## config.mk

```make
export PLATFORM = sky130hd
export DESIGN_NAME = nv_nvdla_sdp_cmux
export DESIGN_NICKNAME = d
export VERILOG_FILES = /design/src/rtl/nv_nvdla_sdp_cmux.sv
export SDC_FILE = /design/constraint.sdc
export NUM_CORES = 2
export LEC_CHECK = 0
export CORE_AREA = 2 2 632 634
export DETAILED_ROUTE_END_ITERATION = 6
export DIE_AREA = 0 0 634 636
export MAX_ROUTING_LAYER = met4
export PLACE_DENSITY = 0.3
export SLEW_MARGIN = 15
export SYNTH_ARGS = -nofsm -noshare
export SYNTH_HDL_FRONTEND = slang
export SYNTH_SLANG_ARGS = --single-unit
```

## constraint.sdc

```tcl
create_clock -name nvdla_core_clk -period 43.6 [get_ports nvdla_core_clk]
set_input_delay 8.72 -clock nvdla_core_clk [delete_from_list [all_inputs] [get_ports nvdla_core_clk]]
set_output_delay 8.72 -clock nvdla_core_clk [all_outputs]
set_load 0.05 [all_outputs]
```

## src/rtl/nv_nvdla_sdp_cmux.sv

```systemverilog
// SDP source mux: picks the MRDMA or CACC stream per layer, forwards the programmed
// beat count through a 2-entry registered FIFO, and pulses done on the final output beat.
module nv_nvdla_sdp_cmux #(
    parameter int unsigned DW = 512
) (
    input  logic          nvdla_core_clk,
    input  logic          nvdla_core_rstn,
    input  logic          op_load,
    input  logic          reg2dp_flying_mode,
    input  logic [31:0]   reg2dp_beat_num,
    input  logic          reg2dp_perf_dma_en,
    input  logic          sdp_mrdma2cmux_valid,
    output logic          sdp_mrdma2cmux_ready,
    input  logic [DW+1:0] sdp_mrdma2cmux_pd,
    input  logic          cacc2sdp_valid,
    output logic          cacc2sdp_ready,
    input  logic [DW+1:0] cacc2sdp_pd,
    output logic          sdp_cmux2dp_valid,
    input  logic          sdp_cmux2dp_ready,
    output logic [DW+1:0] sdp_cmux2dp_pd,
    output logic          cmux_done,
    output logic [31:0]   dp2reg_cmux_stall
);

    localparam int unsigned PW = DW + 2;
    localparam int unsigned CW = 32;

    typedef enum logic [1:0] {
        IDLE  = 2'd0,
        RUN   = 2'd1,
        DRAIN = 2'd2
    } state_t;

    state_t          state_q, nxt_state;
    logic            mode_q, nxt_mode;
    logic [CW-1:0]   last_q, nxt_last;
    logic [CW-1:0]   in_cnt_q, nxt_in_cnt;
    logic [CW-1:0]   out_cnt_q, nxt_out_cnt;
    logic            last_hit_q, nxt_last_hit;
    logic [CW-1:0]   stall_q, nxt_stall;
    logic            mrdma_rdy_q, nxt_mrdma_rdy;
    logic            cacc_rdy_q, nxt_cacc_rdy;

    logic [PW-1:0]   fifo_mem [2];
    logic            wr_ptr_q, rd_ptr_q;
    logic [1:0]      fifo_cnt_q, nxt_fifo_cnt;

    logic            in_vld, in_rdy, push, pop, fifo_not_empty;
    logic [PW-1:0]   in_pd;

    assign in_vld         = mode_q ? cacc2sdp_valid : sdp_mrdma2cmux_valid;
    assign in_rdy         = mode_q ? cacc_rdy_q : mrdma_rdy_q;
    assign in_pd          = mode_q ? cacc2sdp_pd : sdp_mrdma2cmux_pd;
    assign push           = in_vld & in_rdy;
    assign fifo_not_empty = (fifo_cnt_q != 2'd0);
    assign pop            = fifo_not_empty & sdp_cmux2dp_ready;

    assign sdp_mrdma2cmux_ready = mrdma_rdy_q;
    assign cacc2sdp_ready       = cacc_rdy_q;
    assign sdp_cmux2dp_valid    = fifo_not_empty;
    assign sdp_cmux2dp_pd       = fifo_mem[rd_ptr_q];
    assign cmux_done            = pop & last_hit_q;
    assign dp2reg_cmux_stall    = stall_q;

    // Next-state and counter logic
    always_comb begin
        nxt_state   = state_q;
        nxt_mode    = mode_q;
        nxt_last    = last_q;
        nxt_in_cnt  = in_cnt_q;
        nxt_out_cnt = out_cnt_q;
        nxt_stall   = stall_q;

        if (fifo_not_empty && !sdp_cmux2dp_ready && reg2dp_perf_dma_en && (stall_q != '1)) begin
            nxt_stall = stall_q + 32'd1;
        end
        if (pop) begin
            nxt_out_cnt = out_cnt_q + 32'd1;
        end

        case (state_q)
            IDLE: begin
                if (op_load) begin
                    nxt_mode    = reg2dp_flying_mode;
                    nxt_last    = reg2dp_beat_num;
                    nxt_in_cnt  = '0;
                    nxt_out_cnt = '0;
                    nxt_stall   = '0;
                    nxt_state   = RUN;
                end
            end
            RUN: begin
                if (push) begin
                    nxt_in_cnt = in_cnt_q + 32'd1;
                    if (in_cnt_q == last_q) begin
                        nxt_state = DRAIN;
                    end
                end
            end
            DRAIN: begin
                if (cmux_done) begin
                    nxt_state = IDLE;
                end
            end
            default: nxt_state = IDLE;
        endcase

        nxt_fifo_cnt  = fifo_cnt_q + 2'(push) - 2'(pop);
        nxt_last_hit  = (nxt_out_cnt == nxt_last);
        // Readys are registered from post-cycle occupancy, so no output-ready feedthrough
        nxt_mrdma_rdy = (nxt_state == RUN) && !nxt_mode && (nxt_fifo_cnt != 2'd2);
        nxt_cacc_rdy  = (nxt_state == RUN) &&  nxt_mode && (nxt_fifo_cnt != 2'd2);
    end

    always_ff @(posedge nvdla_core_clk) begin
        if (!nvdla_core_rstn) begin
            state_q     <= IDLE;
            mode_q      <= 1'b0;
            last_q      <= '0;
            in_cnt_q    <= '0;
            out_cnt_q   <= '0;
            last_hit_q  <= 1'b0;
            stall_q     <= '0;
            mrdma_rdy_q <= 1'b0;
            cacc_rdy_q  <= 1'b0;
            wr_ptr_q    <= 1'b0;
            rd_ptr_q    <= 1'b0;
            fifo_cnt_q  <= 2'd0;
            fifo_mem[0] <= '0;
            fifo_mem[1] <= '0;
        end else begin
            state_q     <= nxt_state;
            mode_q      <= nxt_mode;
            last_q      <= nxt_last;
            in_cnt_q    <= nxt_in_cnt;
            out_cnt_q   <= nxt_out_cnt;
            last_hit_q  <= nxt_last_hit;
            stall_q     <= nxt_stall;
            mrdma_rdy_q <= nxt_mrdma_rdy;
            cacc_rdy_q  <= nxt_cacc_rdy;
            fifo_cnt_q  <= nxt_fifo_cnt;
            wr_ptr_q    <= wr_ptr_q ^ push;
            rd_ptr_q    <= rd_ptr_q ^ pop;
            if (push) begin
                fifo_mem[wr_ptr_q] <= in_pd;
            end
        end
    end

endmodule

```

==> results list <==
- In the final layout, the share of cells above drive strength 1 is 0.138.
- Number of detailed-routing iterations run before antenna repair: 5
- Antenna violations before repair: 204
- Entering global routing, the biggest net connects 148 pins.
* Number of hold violations in the final report: 0
* Unique cell type count in the Yosys netlist: 68
- The initial utilization of the core area, before any placement, comes to 0.135.
- The tightest hold path in the finished design has a slack of 0.466 ns.
- Core Region: 0.397 mm^2
- Clock buffer count from CTS: 163
- Total power draw: 0.00383 W
- Primary FF master, synth: sky130_fd_sc_hd__edfxtp_1
- Kind of launch point of the worst setup path: input port
* Largest vdd supply drop: 0.0263 mV
* CTS HTree Levels: 4
- Die span in x: 634 um
* Hold bufs inserted after CTS: 0
- For this run, the register share of the synthesized area comes to 0.627.
* CTS Root Buffer Type: sky130_fd_sc_hd__clkbuf_16
- Maximum buffer depth of the clock tree: 4
- Number of nets produced by synthesis: 5,238
* Clock transition at the registers of the reported paths: 0.06 ns
- Dividing the final minimum period by the clock period gives 0.450.
- Counting instances, the worst hold path has a depth of 2.
- Sinks on Clock Net: 1,167
* Syn Area/Cell: 12.9 um^2
- Wire per inst: 27.5 um
- The cell that appears most often on the critical path is sky130_fd_sc_hd__clkdlybuf4s50_1.
* Area growth from synthesis to final layout: 51.2%
- TritonCTS built the clock tree.
- Commonest non-fill, non-tap cell in the layout: sky130_fd_sc_hd__clkdlybuf4s50_1
- The share of synthesized area in the top cell type comes to 0.575.
- Register cell area after layout: 0.0337 mm^2
- Classification of the worst setup path: in -> out
- Measured against its own limit, the worst slew margin works out to 0.168.
- Number of buffers added on ports: 1,617
* Slowest cell on the critical path: sky130_fd_sc_hd__clkdlybuf4s50_1
- Vias in the first global route: 40,800
- The die covers 0.403 mm^2.
* Remaining antenna violation count: 0
- GR Util met3: 0.0384
* Met2 layer usage reported by global route: 0.265
* Most congested layer reported by global routing: met2
* Post-DR vias/cell: 3.59
- Number of max-slew violations in the final report: 0
* DRC violation count after routing: 0
- Number of post-CTS setup repair buffers: 0
* Setup repair after global routing missed its margin: no
- On the final layout, the worst clock skew is 0.0343 ns.
- Combined area of the multi-input logic cells: 0.0190 mm^2
- Kind of path behind the tightest hold check: reg -> reg
- The die is 636 um tall.
* Number of flops mapped to enable cells by yosys: 1,028
* Total of flip-flops plus latches after synthesis: 1,167
- The flow ran to the end, and the final reports show no timing, DRC or antenna violations.
- The wire-length estimate of the detail-placed layout is 237,000 um.
* Yosys warning count: 0
- Highest attainable clock frequency: 51.0 MHz
* Clock latency on the worst-skew pair: 0.84 ns
- Leading cell types in the layout, fill and taps excluded: 1,617 x sky130_fd_sc_hd__clkdlybuf4s50_1, 1,143 x sky130_fd_sc_hd__nor2_1, 1,028 x sky130_fd_sc_hd__edfxtp_1
* Vias post-DR: 40,100
* RePlAce Congestion: 0.945
- Critical Path Max Stage Delay: 0.85 ns
- Maximum net fanout on the critical path: 8
* Count of routing violations after the opening detailed-route iteration: 2,379
- Post-synthesis cell area: 0.0537 mm^2
* Standard-cell rows: 232
- After synthesis, the cell types taking the most area are sky130_fd_sc_hd__edfxtp_1 57%, sky130_fd_sc_hd__mux2_2 11%, sky130_fd_sc_hd__mux2i_1 9.7%, sky130_fd_sc_hd__nor2_1 8.0%, sky130_fd_sc_hd__dfxtp_1 5.2%.
- In the global route stage, overall resource usage came out at 0.151.
* Met1 track demand over resource: 0.171
* Number of gates resized after cts: 0
- For the worst setup path, the data required time is 34.88 ns.
* Post-Syn Instances: 4,165
- Cells on worst reg2reg path: 8
* Total number of nets in the final design: 6,814
- Total detailed-routing wirelength: 307,000 um
* Number of inserted filler cells in the final layout: 42,900
* Number of top-level design ports: 1,618
- In the final timing run, aggregate negative setup slack is 0 ns.
- Fraction of synthesis flops using an asynchronous set or reset pin: 0
- Global-route wire length before repair: 397,000 um
* Leakage: 27.2 nW
- Overflow left after global routing: 0
* Total power density per cell area: 47.2 mW/mm^2
- Walking the worst path, the cells encountered are clkdlybuf4s50_1, o21a_1, and2_1, clkdlybuf4s50_1.
- CP Data Arrival Time: 10.88 ns
* Library cell with the largest summed area after synthesis: sky130_fd_sc_hd__edfxtp_1
* Total of endpoints with negative setup slack in the final report: 0
* Min Tclk post-route: 19.60 ns
- Max_cap viols: 0
- Least-Margin Pin Slew: 1.25 ns
* Kind of end point of the critical path: output pin
## power breakdown
part	total [W]	internal [W]	switching, W
sequential	0.00132	0.00130	0.0000278
clock	0.00129	0.000752	0.000540
combinational	0.00122	0.000428	0.000788
total	0.00383	0.00248	0.00136
## critical path: cells and delay by family
kind | cells | cell delay, ns
compound gates | 1 | 0.39
simple gates | 1 | 0.30
buf+inv | 2 | 1.47
## metrics by stage
step,std cells,util,cell area (um^2),worst slack [ns]
3_5_place_dp,10800,0.192,76100,24.00
5_1_grt,11200,0.204,81200,23.94
2_1_floorplan,4165,-,53700,10.59
6_report,11200,0.204,81200,24.00
4_1_cts,11100,0.204,81000,23.99
3_3_place_gp,10800,0.192,76100,24.03
## state kept, by name (all words and copies together) (netlist names), named ones only
| register | cells |
|---|---|
| cacc2sdp_ready | 1 |
| dp2reg_cmux_stall | 32 |
| fifo_cnt_q | 2 |
| fifo_mem | 1028 |
| in_cnt_q | 32 |
| last_hit_q | 1 |
| last_q | 32 |
| mode_q | 1 |
| out_cnt_q | 32 |
| rd_ptr_q | 1 |
| sdp_mrdma2cmux_ready | 1 |
| state_q | 2 |
| wr_ptr_q | 1 |
## worst paths after layout
check,start,to,slack (ns)
hold / removal,last_q[13]$_SDFF_PN0_,last_q[13]$_SDFF_PN0_,0.47
setup / recovery,sdp_cmux2dp_ready,cmux_done,24.00
setup reg to reg,mode_q$_SDFF_PN0_,fifo_mem[0][230]$_SDFFCE_PN0P_,38.09
hold reg to reg,last_q[13]$_SDFF_PN0_,last_q[13]$_SDFF_PN0_,0.47
## cells in the mapped netlist, drive strengths merged, types with 19 or more instances
cell type and n:
inv 23, mux2 515, xnor2 80, nand2 110
nor2 1143, a21boi 32, buf 21, dfxtp 139
a21oi 19, nor4 20, edfxtp 1028, xor2 54
mux2i 518, clkbuf 243, nand4 36, nand3 40
## layer usage
metal,up-vias,part of all wire
li1,18200,-
met1,19900,0.40
met2,1475,0.51
met3,505,0.070
met4,0,0.028
met5,-,0
## area by class of cell
type / instances / share of cell area
Antenna cell: 61 / 0.00188
Clock buffer: 219 / 0.0540
Clock inverter: 64 / 0.00740
Inverter: 23 / 0.00106
Multi-Input combinational cell: 2711 / 0.234
Sequential cell: 1167 / 0.415
Tap cell: 5265 / 0.0811
Timing Repair Buffer: 1675 / 0.206
## cells by family (layout without fill, tap and decap cells)
group                    after synthesis  after routing  synth area share
AND/OR/NAND/NOR                     1435           1435             0.110
flip-flops                          1167           1167             0.627
multiplexers                        1033           1033             0.205
buffers and inverters                287           1981            0.0202
XOR/XNOR                             138            138            0.0235
AO/OA/AOI/OAI                        100            100            0.0136
adder cells (fa/ha/maj)                5              5           0.00116
other                                  0             61                 0
Note: power is estimated with default switching activity, not from simulation.
